===== src/rtl/mem_lsu.sv =====
// mem_lsu: MEM-stage load/store unit.
// Runs one req/gnt/rvalid bus transaction per memory instruction. It steers store
// data onto byte lanes, and it extracts and sign/zero-extends load data. It holds
// stall_o high while an access is in flight. Non-memory instructions pass through
// combinationally.
// Ports:
//   clk_i, rst_i                        clock, asynchronous active-high reset
//   reg_waddr_i/reg_we_i/reg_wdata_i    write-back triple from exe_mem
//   mem_we_i/mem_addr_i/mem_data_i/mem_op_i  memory request from exe_mem
//   reg_waddr_o/reg_we_o/reg_wdata_o    write-back triple to mem_wb/fw
//   stall_o, misalign_o, bus_err_o      hazard / status flags
//   dbus_*                              data bus master (req/gnt/rvalid)
module mem_lsu #(
  parameter int DATA_WIDTH     = 32,
  parameter int ADDR_WIDTH     = 32,
  parameter int TIMEOUT_CYCLES = 255
) (
  input  logic                  clk_i,
  input  logic                  rst_i,
  input  logic [4:0]            reg_waddr_i,
  input  logic                  reg_we_i,
  input  logic [DATA_WIDTH-1:0] reg_wdata_i,
  input  logic                  mem_we_i,
  input  logic [ADDR_WIDTH-1:0] mem_addr_i,
  input  logic [DATA_WIDTH-1:0] mem_data_i,
  input  logic [3:0]            mem_op_i,
  output logic [4:0]            reg_waddr_o,
  output logic                  reg_we_o,
  output logic [DATA_WIDTH-1:0] reg_wdata_o,
  output logic                  stall_o,
  output logic                  misalign_o,
  output logic                  bus_err_o,
  output logic                  dbus_req_o,
  output logic                  dbus_we_o,
  output logic [ADDR_WIDTH-1:0] dbus_addr_o,
  output logic [DATA_WIDTH-1:0] dbus_wdata_o,
  output logic [3:0]            dbus_be_o,
  input  logic                  dbus_gnt_i,
  input  logic                  dbus_rvalid_i,
  input  logic [DATA_WIDTH-1:0] dbus_rdata_i
);

  localparam logic [3:0] MEM_NOP = 4'd0, LB = 4'd1, LH = 4'd2, LW = 4'd3, LBU = 4'd4,
                         LHU = 4'd5, SB = 4'd6, SH = 4'd7, SW = 4'd8;
  localparam logic [7:0] TMO = TIMEOUT_CYCLES[7:0];

  typedef enum logic [1:0] {S_IDLE, S_REQ, S_WAIT, S_DONE} state_e;

  state_e                  state_q, state_d;
  logic [3:0]              op_q, op_d;
  logic [ADDR_WIDTH-1:0]   addr_q, addr_d;
  logic [4:0]              rd_q, rd_d;
  logic                    we_q, we_d;
  logic [3:0]              be_q, be_d;
  logic [DATA_WIDTH-1:0]   wdata_q, wdata_d;
  logic [7:0]              cnt_q, cnt_d;
  logic                    err_q, err_d;
  logic [DATA_WIDTH-1:0]   ldata_q, ldata_d;

  logic                    access, misalign, is_load_q;
  logic [3:0]              be_c;
  logic [DATA_WIDTH-1:0]   wdata_c, ldata_fmt;
  logic [7:0]              lbyte;
  logic [15:0]             lhalf;

  assign access    = (mem_op_i != MEM_NOP);
  assign misalign  = ((mem_op_i == LH || mem_op_i == LHU || mem_op_i == SH) && mem_addr_i[0]) ||
                     ((mem_op_i == LW || mem_op_i == SW) && (mem_addr_i[1:0] != 2'b00));
  assign is_load_q = !we_q;

  // Lane steering; loads reuse the store byte-enable rules but send no data.
  always_comb begin
    be_c    = 4'b1111;
    wdata_c = '0;
    case (mem_op_i)
      LB, LBU: be_c = 4'b0001 << mem_addr_i[1:0];
      LH, LHU: be_c = mem_addr_i[1] ? 4'b1100 : 4'b0011;
      SB: begin
        be_c    = 4'b0001 << mem_addr_i[1:0];
        wdata_c = {4{mem_data_i[7:0]}};
      end
      SH: begin
        be_c    = mem_addr_i[1] ? 4'b1100 : 4'b0011;
        wdata_c = {2{mem_data_i[15:0]}};
      end
      SW: wdata_c = mem_data_i;
      default: be_c = 4'b1111;
    endcase
  end

  always_comb begin
    lbyte     = dbus_rdata_i[{addr_q[1:0], 3'b000} +: 8];
    lhalf     = dbus_rdata_i[{addr_q[1], 4'b0000} +: 16];
    ldata_fmt = dbus_rdata_i;
    case (op_q)
      LB:      ldata_fmt = {{24{lbyte[7]}}, lbyte};
      LBU:     ldata_fmt = {24'd0, lbyte};
      LH:      ldata_fmt = {{16{lhalf[15]}}, lhalf};
      LHU:     ldata_fmt = {16'd0, lhalf};
      default: ldata_fmt = dbus_rdata_i;
    endcase
  end

  always_ff @(posedge clk_i or posedge rst_i) begin
    if (rst_i) begin
      state_q <= S_IDLE;
      op_q    <= '0;
      addr_q  <= '0;
      rd_q    <= '0;
      we_q    <= 1'b0;
      be_q    <= '0;
      wdata_q <= '0;
      cnt_q   <= '0;
      err_q   <= 1'b0;
      ldata_q <= '0;
    end else begin
      state_q <= state_d;
      op_q    <= op_d;
      addr_q  <= addr_d;
      rd_q    <= rd_d;
      we_q    <= we_d;
      be_q    <= be_d;
      wdata_q <= wdata_d;
      cnt_q   <= cnt_d;
      err_q   <= err_d;
      ldata_q <= ldata_d;
    end
  end

  always_comb begin
    state_d = state_q;
    op_d    = op_q;
    addr_d  = addr_q;
    rd_d    = rd_q;
    we_d    = we_q;
    be_d    = be_q;
    wdata_d = wdata_q;
    cnt_d   = cnt_q;
    err_d   = err_q;
    ldata_d = ldata_q;
    case (state_q)
      S_IDLE: begin
        if (access && !misalign) begin
          op_d    = mem_op_i;
          addr_d  = mem_addr_i;
          rd_d    = reg_waddr_i;
          we_d    = mem_we_i;
          be_d    = be_c;
          wdata_d = wdata_c;
          cnt_d   = '0;
          err_d   = 1'b0;
          ldata_d = '0;
          state_d = S_REQ;
        end
      end
      S_REQ: begin
        // Timeout wins over a same-cycle grant: no response could arrive in budget.
        cnt_d = cnt_q + 8'd1;
        if (cnt_d == TMO) begin
          err_d   = 1'b1;
          state_d = S_DONE;
        end else if (dbus_gnt_i) begin
          state_d = S_WAIT;
        end
      end
      S_WAIT: begin
        cnt_d = cnt_q + 8'd1;
        if (dbus_rvalid_i) begin
          ldata_d = ldata_fmt;
          state_d = S_DONE;
        end else if (cnt_d == TMO) begin
          err_d   = 1'b1;
          state_d = S_DONE;
        end
      end
      default: state_d = S_IDLE;
    endcase
  end

  // Outputs are forced low while reset is held so the bus sees the abort at once.
  always_comb begin
    reg_waddr_o  = '0;
    reg_we_o     = 1'b0;
    reg_wdata_o  = '0;
    stall_o      = 1'b0;
    misalign_o   = 1'b0;
    bus_err_o    = 1'b0;
    dbus_req_o   = 1'b0;
    dbus_we_o    = 1'b0;
    dbus_addr_o  = '0;
    dbus_wdata_o = '0;
    dbus_be_o    = '0;
    if (!rst_i) begin
      case (state_q)
        S_IDLE: begin
          if (!access) begin
            reg_waddr_o = reg_waddr_i;
            reg_we_o    = reg_we_i;
            reg_wdata_o = reg_wdata_i;
          end else if (misalign) begin
            misalign_o  = 1'b1;
            reg_waddr_o = reg_waddr_i;
            reg_wdata_o = reg_wdata_i;
          end else begin
            stall_o = 1'b1;
          end
        end
        S_REQ: begin
          stall_o      = 1'b1;
          dbus_req_o   = 1'b1;
          dbus_we_o    = we_q;
          dbus_addr_o  = {addr_q[ADDR_WIDTH-1:2], 2'b00};
          dbus_wdata_o = wdata_q;
          dbus_be_o    = be_q;
        end
        S_WAIT: stall_o = 1'b1;
        default: begin
          reg_waddr_o = rd_q;
          reg_we_o    = is_load_q && !err_q;
          reg_wdata_o = (is_load_q && !err_q) ? ldata_q : '0;
          bus_err_o   = err_q;
        end
      endcase
    end
  end

endmodule


===== config.mk =====
export PLATFORM = sky130hd
export DESIGN_NAME = mem_lsu
export DESIGN_NICKNAME = d
export VERILOG_FILES = /design/src/rtl/mem_lsu.sv
export SDC_FILE = /design/constraint.sdc
export NUM_CORES = 1
export LEC_CHECK = 0
export ABC_AREA = 0
export BUFFER_PORTS_ARGS = -buffer_cell sky130_fd_sc_hd__buf_2
export CAP_MARGIN = 20
export CELL_PAD_IN_SITES_DETAIL_PLACEMENT = 1
export CELL_PAD_IN_SITES_GLOBAL_PLACEMENT = 1
export CORE_MARGIN = 2
export CORE_UTILIZATION = 41
export CTS_CLUSTER_SIZE = 16
export DETAILED_ROUTE_END_ITERATION = 16
export PLACE_DENSITY_LB_ADDON = 0.1
export SYNTH_ARGS = -nofsm -noshare
export SYNTH_HDL_FRONTEND = slang
export SYNTH_SLANG_ARGS = --single-unit

===== constraint.sdc =====
create_clock -name clk_i -period 13.1 [get_ports clk_i]
set_clock_uncertainty 0.2 [all_clocks]
set_input_delay 0.655 -clock clk_i [delete_from_list [all_inputs] [get_ports clk_i]]
set_output_delay 0.655 -clock clk_i [all_outputs]
set_load 0.03 [all_outputs]

# Word-level counts from Yosys, hierarchy flattened
# Cells that the tools add are included.
# totals
register_bits	121
inputBits	143
out_inout_bits	111
word_cells	111
# op_classes
add_sub_neg	1
eq_ne	20
n_shift	3
muxes	51
n_reduce_logical	26
# ops
cell	n
2-to-1 mux 32 bit	10
one-hot mux 32 bit (2 select lines)	2
one-hot mux 32 bit (4 select lines)	1
one-hot mux 32 bit (3 select lines)	1
variable part select 32 x 6 -> 16 bit	1
variable part select 32 x 6 -> 8 bit	1
== test 4 x 3 -> 1 bit, second input constant	6
2-to-1 mux 1 bit	18
one-hot mux 8 bit (2 select lines)	1
2-to-1 mux 5 bit	3
== test 4 x 2 -> 1 bit, second input constant	3
2-to-1 mux 4 bit	3
2-to-1 mux 2 bit	5
one-hot mux 5 bit (2 select lines)	1
AND reduction 3 bit	3
OR reduction 3 bit	3
adder 8 x 1 -> 8 bit, second input constant	1
== test 4 x 1 -> 1 bit, second input constant	2
== test 8 bit, second input constant	1
2-to-1 mux 8 bit	1
one-hot mux 4 bit (2 select lines)	1
!= test 2 bit, second input constant	3
!= test 3 bit, second input constant	2
one-hot mux 2 bit (3 select lines)	1
other kinds (15)	27

# Depth between registers and ports, before layout
# Gate-level depths: netlist of the first run.
# depth
depth_word	9
depth_mapped	9
mapped_depth_nobuf	7

# Worst setup path before layout of the first run
# OpenSTA, ideal clock, no wires.
# synth_path
kind	input to output
from	input rst_i
to	output reg_wdata_o[10]
t_arrival_ns	4.573
required_time_ns	12.245
setup_slack_ns	7.672
path_stages	5
n_path_buf	2
path_cell_list	clkbuf_1 -> inv_1 -> nand2_1 -> clkbuf_1 -> nor2_1
# synth_via
elab_chain_len	1
# synth_rtl
element	line	text
from (decl)	19	input logic rst_i,
2-to-1 mux 32 bit	193	if (!rst_i) begin
to (decl)	29	output logic [DATA_WIDTH-1:0] reg_wdata_o,
# No other way between the ends.

# Worst setup path in the final report of the first run
# layout_path
from	input mem_op_i[0]
to	output stall_o
# layout_via
elab_chain_len	9
elab_cells_between_ends	16
cone_classes	5 x eq/ne; 4 x mux; 7 x reduce/logical
# layout_rtl
element	line	text
from (decl)	26	input logic [3:0] mem_op_i,
== test 4 x 2 -> 1 bit / == test 4 x 3 -> 1 bit (equally long branches)	67	assign misalign = ((mem_op_i == LH || mem_op_i == LHU || mem_op_i == SH) && mem_addr_i[0]) ||
logical OR 1 bit (2 in a row)	67	
logical AND 1 bit	67	
logical OR 1 bit	67	
2-to-1 mux 1 bit	200	end else if (misalign) begin
2-to-1 mux 1 bit *	196	if (!access) begin
one-hot mux 1 bit (2 select lines) *	194	case (state_q)
2-to-1 mux 1 bit *	193	
to (decl)	30	output logic stall_o,
# Mark *: on every way between the ends. The rest lies on a longest branch, timed or not.

==> results.yml, run 1 <==
clock_tree:
  cts_buffers: 17
  clock-sinks: 121
  cts.hold.buffers_added: 0
  cts_tree: "built"
  insertion_delay_ns: 0.42
  htreeDepth: 4
  cts_resized: 0
  clk_pin_slew_worst_paths_ns: 0.06
  cts_setup_buffers: 0
  clockBufferDepth: 2
  root_buffer: "clkbuf_16"
grt:
  top_usage_layer: "met2"
  grt_pass1_wl_mm: 37.7
  grt_max_degree: 69
  overflow: 0
  track_usage: 0.240
  grt_pass1_vias: 6906
  grtUsageMet2: 0.399
  antenna_found_initial: 1
  grt_util_met1: 0.316
  gr-usage-met3: 0.0530
final_layout:
  fill_cells: 2114
  layout.cells.most_common_list: "251 x buf_2, 121 x dfrtp_1, 72 x nor2_1"
  fin_cells: 1223
  layout-drive-gt1-share: 0.362
  layout_commonest_cell: "buf_2"
  ff_latch_area_um2: 3030
  multi_input_area_um2: 4150
  syn_to_final_growth_pct: 25.6
  fin_nets: 1128
place:
  dp_hpwl_mm: 16.7
  dpl_worst_slack_ns: 8.70
  port_buffers: 251
  routabilityCongestion: 0.865
  dp.cells: 1189
detailed_routing:
  wirelength_mm: 23.7
  drc: 0
  via_count: 6662
  drtIter0Drc: 370
  viasPerCell: 5.45
  dr.pass1.iters: 4
  ant_nets: 0
  routedWlPerCell_um: 19.4
sta:
  relSlewSlack: 0.334
  finalWorstSetupSlack_ns: 8.71
  slew_violations: 0
  clock.fmax_ghz: 0.228
  setup_viol: 0
  final.setup.tns_ns: 0
  tightest_slew_ns: 0.999
  grt_setup_unrepaired: "false"
  hold_viol_final: 0
  min_period_ns: 4.39
  min_period_over_period: 0.335
run:
  cap_violations: 0
die:
  chipHeight_um: 140
  core_um2: 18000
  die_x_um: 140
  die_area_um2: 19500
  ios: 254
  core.rowCount: 49
  start_util: 0.420
critical_path:
  startpoint_type: "input port"
  cp-end-kind: "primary output"
  cp_max_fo: 27
  arrival_ns: 3.53
  worstSetupPathType: "in -> out"
  cp_data_required_time_ns: 12.24
synthesis:
  synth-edff-count: 0
  ys_seq_area_frac: 0.400
  ys_warn_count: 0
  syn_inst: 761
  avgSynthCellArea_um2: 9.94
  ys_async_sr_fraction: 1.00
  synth_seq_cells: 121
  netlist_area_um2: 7560
  synthFlopType: "dfrtp_1"
  synth_cell_types: 62
min_path:
  hold_class: "in -> async"
pwr:
  vdd_drop_max_v: 0.000112
  cellLeakagePower_nw: 4.72
  p_per_area_nw_per_um2: 214
  total_power_mw: 2.03
run_status:
  status: "complete, no violations"
-- path summary, 6_finish.rpt --
| kind | start | to | slack (ns) | cells past startpoint |
|---|---|---|---|---|
| setup / recovery | mem_op_i[0] | stall_o | 8.71 | 8 |
| hold / removal | rst_i | we_q$_DFFE_PP0P_ | 0.18 | 2 |
| setup reg to reg | state_q[1]$_DFFE_PP0P_ | addr_q[26]$_DFFE_PP0P_ | 9.96 | 7 |
| hold reg to reg | addr_q[25]$_DFFE_PP0P_ | addr_q[25]$_DFFE_PP0P_ | 0.28 | 1 |
| max in group asynchronous | rst_i | ldata_q[30]$_DFFE_PP0P_ | 10.96 | 4 |
| min in group clk_i | mem_addr_i[25] | addr_q[25]$_DFFE_PP0P_ | 0.25 | 2 |
-- stage by stage --
stage,area (um2),util,hold slack (ns)
finish,9500,0.527,0.179
floorplan,7570,-,0.249
global route,9500,0.527,0.203
global placement,8880,0.492,0.262
detailed placement,8900,0.494,0.267
CTS,9490,0.527,0.177
-- cells in the mapped netlist (3+ instances only) --
library cell,count,area [um2]
o21bai_1,8,60.1
nand2_1,38,143
clkbuf_1,32,120
mux2_1,7,78.8
o21a_1,9,67.6
buf_6,7,78.8
a22o_1,31,272
or3_1,6,37.5
o21ai_1,26,130
o21ai_0,23,115
nor2b_1,7,43.8
nand2b_1,8,50.1
o2bb2ai_1,17,149
a32o_1,6,60.1
mux2_4,50,751
o31ai_1,5,37.5
inv_1,17,63.8
dfrtp_1,121,3030
a221o_1,15,150
and2_1,71,444
a31oi_1,3,18.8
buf_2,18,90.1
buf_4,5,37.5
a21oi_1,36,180
ha_1,6,75.1
nand3_1,10,50.1
or2_2,3,18.8
nor4_1,4,25.0
buf_1,3,11.3
nor2_1,72,270
or3b_1,3,26.3
a211o_1,5,43.8
mux2i_1,49,490
or2_1,3,18.8
-- registers in the layout (all words and copies together) (netlist names), 2 cells and up --
name,count
op_q,4
be_q,4
addr_q,32
rd_q,5
ldata_q,32
state_q,2
wdata_q,32
cnt_q,8
-- per-layer routing --
layer,share of wire,routed length (um)
met1,0.44,10400
met4,0.016,381
met2,0.49,11700
met5,0,0
met3,0.054,1280
-- power by group --
group,internal [mW],switching (mW),total [mW],leakage [nW]
clock network,0.275,0.201,0.476,0.289
logic,0.404,0.494,0.899,2.89
registers,0.524,0.131,0.656,1.54
total,1.20,0.827,2.03,4.72
-- area by class of cell --
class,count,area share
multi-input combinational,558,0.437
sequential,121,0.319
timing repair buffer,263,0.144
clock buffer,18,0.0462
tap,229,0.0302
clock inverter,14,0.0158
inverter,18,0.00738
antenna,2,0.000527
-- cells by family after synthesis --
group,Yosys count,synth area share
and+or+nand+nor,237,0.163
AOI/OAI and AO/OA,204,0.192
DFF,121,0.400
muxes,107,0.178
buffers and inverters,83,0.0536
adders and majority gates,6,0.00993
xor gates and xnor gates,2,0.00232
other,1,0.000496
-- critical path, stage by stage --
cell      delay (ns)
buf_2           0.25
nor4b_4         0.91
o21a_1          0.26
or2_1           0.61
or2_1           0.19
buf_4           0.30
a211oi_1        0.12
buf_2           0.21
No activity file was read; power rests on OpenSTA's default activity.
==> run 2: changes to the inputs <==
- ABC_AREA: 0 -> 1
- CORE_UTILIZATION: 41 -> 35
- clock period: 13.1 -> 4.3 ns (I/O delays scaled with it)
==> run 2 against run 1 <==
  * Total power rose to 3.1 times the previous value
  * Non-clock buffer count increased by 84
  * Via count grew 22%
  * Critical path depth grew 3
  * Global-route usage up 0.19 points
  * Cell count up 38%
  * Setup slack got worse by 7.7 ns
  * Critical endpoint unchanged
  * Highest routed layer unchanged
==> results.yml, run 2 <==
synthesis:
  synthTopCellsByCount: "425 x nand2_1, 129 x nor2_1, 121 x dfrtp_1, 93 x inv_1, 92 x o21ai_0"
  ys_async_sr_fraction: 1.00
  synth_largest_area_cell: "dfrtp_1"
  yosysTopAreaCellShare: 0.412
  synth_cell_types: 33
  avgSynthCellArea_um2: 6.67
  syn_inst: 1102
  synth_seq_cells: 121
  synth_most_common_cell: "nand2_1"
  ys_warn_count: 0
  ys_seq_area_frac: 0.412
  synthFlopType: "dfrtp_1"
  netlist_area_um2: 7350
  synth-edff-count: 0
  synth_area_leaders: "dfrtp_1 41%, nand2_1 22%, nor2_1 6.6%"
die:
  chipHeight_um: 149
  ios: 254
  core.rowCount: 53
  die_x_um: 149
  die_area_um2: 22200
  start_util: 0.353
  core_um2: 20800
detailed_routing:
  drc: 0
  routedWlPerCell_um: 15.8
  via_count: 8140
  viasPerCell: 4.82
  ant_nets: 0
  dr.pass1.iters: 4
  wirelength_mm: 26.7
  drtIter0Drc: 375
pwr:
  cellLeakagePower_nw: 5.39
  vdd_drop_max_v: 0.000361
  total_power_mw: 6.27
  p_per_area_nw_per_um2: 621
clock_tree:
  cts_resized: 0
  clock-sinks: 121
  htreeDepth: 4
  cts_buffers: 17
  clk_pin_slew_worst_paths_ns: 0.06
  cts_tree: "built"
  root_buffer: "clkbuf_16"
  insertion_delay_ns: 0.42
  clockBufferDepth: 2
  cts_setup_buffers: 0
sta:
  hold_viol_final: 0
  min_period_over_period: 0.774
  grt_setup_unrepaired: "false"
  tightest_slew_ns: 0.999
  clock.fmax_ghz: 0.300
  relSlewSlack: 0.333
  hold-worst-slack_ns: 0.0114
  finalWorstSetupSlack_ns: 0.970
  min_period_ns: 3.33
  slew_violations: 0
  setup_viol: 0
  final.setup.tns_ns: 0
final_layout:
  fin_cells: 1690
  fin_nets: 1551
  reg_top3: "addr_q: 32 flops, ldata_q: 32 flops, wdata_q: 32 flops"
  stdcell_area_um2: 10100
  syn_to_final_growth_pct: 37.4
  final_util: 0.485
  layout.cells.most_common_list: "425 x nand2_1, 251 x buf_2, 129 x nor2_1"
  n_antenna_cell: 0
  layout_commonest_cell: "nand2_1"
  layout-drive-gt1-share: 0.223
grt:
  track_usage: 0.242
  antenna_found_initial: 0
  grt_pass1_wl_mm: 42.8
  overflow: 0
  grt_max_degree: 126
  grt_pass1_vias: 8343
place:
  port_buffers: 251
  dpl_worst_slack_ns: 1.51
  placed_area_um2: 8670
  routabilityCongestion: 0.819
  dp_hpwl_mm: 18.0
  dp.cells: 1574
critical_path:
  reg2reg_to: "wdata_q[30]$_DFFE_PP0P_"
  worst-r2r-cell-count: 8
  cp_max_fo: 34
  rrSetupSlack_ns: 1.50
  cp_data_required_time_ns: 3.88
  regToRegStartpoint: "state_q[0]$_DFFE_PP0P_"
  worstSetupPathType: "in -> out"
  arrival_ns: 2.91
  cp-end-kind: "primary output"
  startpoint_type: "input port"
min_path:
  hold_class: "in -> reg"
  hold_depth: 5
  holdPathEnd: "ldata_q[2]$_DFFE_PP0P_"
  min_from: "dbus_rdata_i[2]"
run_status:
  status: "complete, no violations"
run:
  cap_violations: 0
-- run 2: layer usage --
metal	up-vias	part of all wire	GRT usage
met1	3864	0.44	0.309
li1	4050	-	-
met3	20	0.056	0.0578
met2	206	0.49	0.415
met5	-	0	0
met4	0	0.0097	0.0576
-- run 2: logic make-up after synthesis --
family,after synthesis,synth area share
and+or+nand+nor,647,0.355
adders and majority gates,6,0.0102
DFF,121,0.412
buffers and inverters,163,0.102
other,1,0.000510
AOI/OAI and AO/OA,163,0.119
xor gates and xnor gates,1,0.00119
-- run 2: worst max-delay path by stage --
stage                                start                     end  cells after the start
floorplan                            rst_i         reg_wdata_o[10]                      7
global placement    state_q[0]$_DFFE_PP0P_                 stall_o                      5
detailed placement  state_q[0]$_DFFE_PP0P_  ldata_q[9]$_DFFE_PP0P_                     10
CTS                            mem_op_i[2]                 stall_o                     11
global route                   mem_op_i[2]                 stall_o                     11
finish                         mem_op_i[2]                 stall_o                     11
-- run 2: timing repair --
action | in CTS | in global routing
hold buffers | 84 | 0
endpoints found under the setup margin | 0 | 0
hold endpoints to repair | 202 | 0
-- run 2: critical path, stage by stage --
cell           delay, ns
dlygate4sd3_1       0.54
buf_2               0.15
inv_1               0.08
nor2_1              0.04
buf_4               0.17
nand2_1             0.08
nand2_1             0.09
nand2_2             0.12
nand4_2             0.71
a211oi_1            0.44
buf_2               0.26
-- run 2: final cells by class --
| cell class | instances | area [um2] |
|---|---|---|
| flip-flops and latches | 121 | 3030 |
| clock buffers | 18 | 439 |
| clock inverters | 14 | 148 |
| inverters | 96 | 364 |
| fillers | 2786 | 10700 |
| multi-input cells | 819 | 3580 |
| well taps | 275 | 344 |
| repair buffers | 347 | 2200 |
-- run 2: report_power, final --
| part | internal, mW | leakage (nW) | switching, mW |
|---|---|---|---|
| clock network | 0.869 | 0.275 | 0.577 |
| registers | 1.60 | 1.58 | 0.294 |
| logic | 0.838 | 3.53 | 2.09 |
==> run 3: changes to the inputs <==
- ABC_AREA: 1 -> 0
- CORE_UTILIZATION: 35 -> 38
- clock period: 4.3 -> 3.4 ns (I/O delays scaled with it)
==> run 3 against run 2 <==
  * Clock power up 34%
  * Wire length down 5.0%
  * Via count down 12%
  * Global-route usage down 0.12 points
  * Worst hold slack better by 0.023 ns
  * Non-clock buffer count up 34
  * Register-to-register slack worse by 1.2 ns
  * Design area up 6.6%
  * Utilization up 6.6 points
  * Highest routed layer unchanged
==> results.yml, run 3 (synthesized netlist as in run 1, its figures left out) <==
critical_path:
  worstSetupPathType: "reg -> reg"
  slowest_delay_ns: 0.76
  cp_data_required_time_ns: 3.55
  cp-end-kind: "flop"
  cp_slowest_cell: "dfrtp_1"
  startpoint_type: "flop"
  crit_buf_inv: 2
  arrival_ns: 3.24
  crit_family: "compound AO/OA/AOI/OAI gates"
  crit_path_cell_trace: "or3b_1 -> a21oi_2 -> buf_12 -> a221o_1 -> dlygate4sd3_1 -> a32o_1"
  cp_max_fo: 22
pwr:
  total_power_mw: 8.14
  intPower_mw: 4.96
  combPwrFrac: 0.454
  vdd_drop_max_v: 0.000384
  cellLeakagePower_nw: 5.22
  p_clk_frac: 0.239
  swShare: 0.390
  p_switching_mw: 3.18
  p_per_area_nw_per_um2: 756
  pwr-share-seq: 0.307
sta:
  final.setup.tns_ns: 0
  hold-worst-slack_ns: 0.0342
  hold_viol_final: 0
  relSlewSlack: 0.402
  grt_setup_unrepaired: "false"
  min_period_over_period: 0.908
  clock.fmax_ghz: 0.324
  tightest_slew_ns: 0.897
  slew_violations: 0
  setup_viol: 0
  min_period_ns: 3.09
final_layout:
  n_antenna_cell: 0
  multi_input_area_um2: 4150
  layout_commonest_cell: "buf_2"
  ff_latch_area_um2: 3030
  layout-drive-gt1-share: 0.327
  reg_top3: "addr_q: 32 flops, ldata_q: 32 flops, wdata_q: 32 flops"
  syn_to_final_growth_pct: 42.3
  layout.cells.most_common_list: "251 x buf_2, 121 x dfrtp_1, 113 x dlygate4sd3_1"
  fill_cells: 2238
  final_util: 0.551
  fin_nets: 1246
grt:
  top_usage_layer: "met2"
  grtUsageMet2: 0.401
  grt_pass1_vias: 7484
  gr-usage-met3: 0.0645
  grt_pass1_wl_mm: 41.0
  overflow: 0
  grt_max_degree: 123
  grt_util_met1: 0.316
  antenna_found_initial: 0
  track_usage: 0.241
place:
  port_buffers: 251
  routabilityCongestion: 0.835
  dp_hpwl_mm: 16.6
die:
  chipHeight_um: 145
  ios: 254
  core.rowCount: 51
  die_x_um: 145
  die_area_um2: 21000
  core_um2: 19500
  start_util: 0.387
clock_tree:
  cts_setup_buffers: 0
  cts_buffers: 17
  htreeDepth: 4
  clock-sinks: 121
  insertion_delay_ns: 0.42
  clockBufferDepth: 2
  clk_pin_slew_worst_paths_ns: 0.06
  cts.hold.buffers_added: 113
  cts_tree: "built"
  root_buffer: "clkbuf_16"
  cts_resized: 0
run_status:
  status: "complete, no violations"
detailed_routing:
  via_count: 7125
  drtIter0Drc: 346
  wirelength_mm: 25.4
  routedWlPerCell_um: 18.4
  dr.pass1.iters: 4
  viasPerCell: 5.18
  drc: 0
  ant_nets: 0
run:
  cap_violations: 0
min_path:
  hold_class: "in -> reg"
## run 3: cell count changes in the layout (fill, tap and decap cells not counted), moves of 9 or more
| cell | change |
|---|---|
| mux2i_1 | +49 |
| o21ai_0 | -69 |
| o21a_1 | +9 |
| inv_1 | -76 |
| and2_1 | +71 |
| nor2_1 | -57 |
| dlygate4sd3_1 | +29 |
| nand2_1 | -387 |
| o21ai_1 | +11 |
| o2bb2ai_1 | +17 |
| a22o_1 | +31 |
| mux2_4 | +50 |
| a221o_1 | +15 |
| nand3_1 | -57 |
## run 3: final cells by class
class	count	area share
inverters	18	0.00663
repair buffers	381	0.237
well taps	265	0.0308
multi-input cells	558	0.386
clock buffers	18	0.0399
flip-flops and latches	121	0.281
clock inverters	14	0.0183
## run 3: worst register-to-register path: stages (launching register included)
cell,delay (ns)
dfrtp_1,0.76
or3b_1,0.48
a21oi_2,0.48
buf_12,0.23
a221o_1,0.16
dlygate4sd3_1,0.55
a32o_1,0.16
## run 3: per-layer routing
layer,vias up,routed length [um]
met4,0,240
met5,-,0
met2,200,12200
met1,3509,11500
met3,19,1410
li1,3397,-
## run 3: metrics by stage
stage | instance area, um2 | setup WS (ns) | cells
detailed placement | 9000 | 0.493 | 1230
finish | 10800 | 0.313 | 1375
floorplan | 7570 | 0.0114 | 762
global placement | 9000 | 0.515 | 1230
global route | 10800 | 0.172 | 1375
CTS | 10800 | 0.343 | 1375
## run 3: path summary, 6_finish.rpt
path / from / endpoint / slack, ns / cells past startpoint
min in group asynchronous: rst_i / rd_q[3]$_DFFE_PP0P_ / 0.45 / 4
min: mem_op_i[2] / op_q[2]$_DFFE_PP0P_ / 0.03 / 2
min reg2reg: be_q[3]$_DFFE_PP0P_ / be_q[3]$_DFFE_PP0P_ / 0.28 / 1
max in group asynchronous: rst_i / ldata_q[9]$_DFFE_PP0P_ / 2.03 / 4
max: op_q[1]$_DFFE_PP0P_ / ldata_q[4]$_DFFE_PP0P_ / 0.31 / 6
max reg2reg: op_q[1]$_DFFE_PP0P_ / ldata_q[4]$_DFFE_PP0P_ / 0.31 / 6
## run 3: power by group through the flow
stage	registers (mW)	clock network, mW	logic [mW]
4_1_cts	2.50	1.98	3.70
6_report	2.50	1.94	3.70
5_1_grt	2.58	2.05	4.01
2_1_floorplan	2.25	0	2.89
3_3_place_gp	2.50	0	3.49
3_5_place_dp	2.50	0	3.56
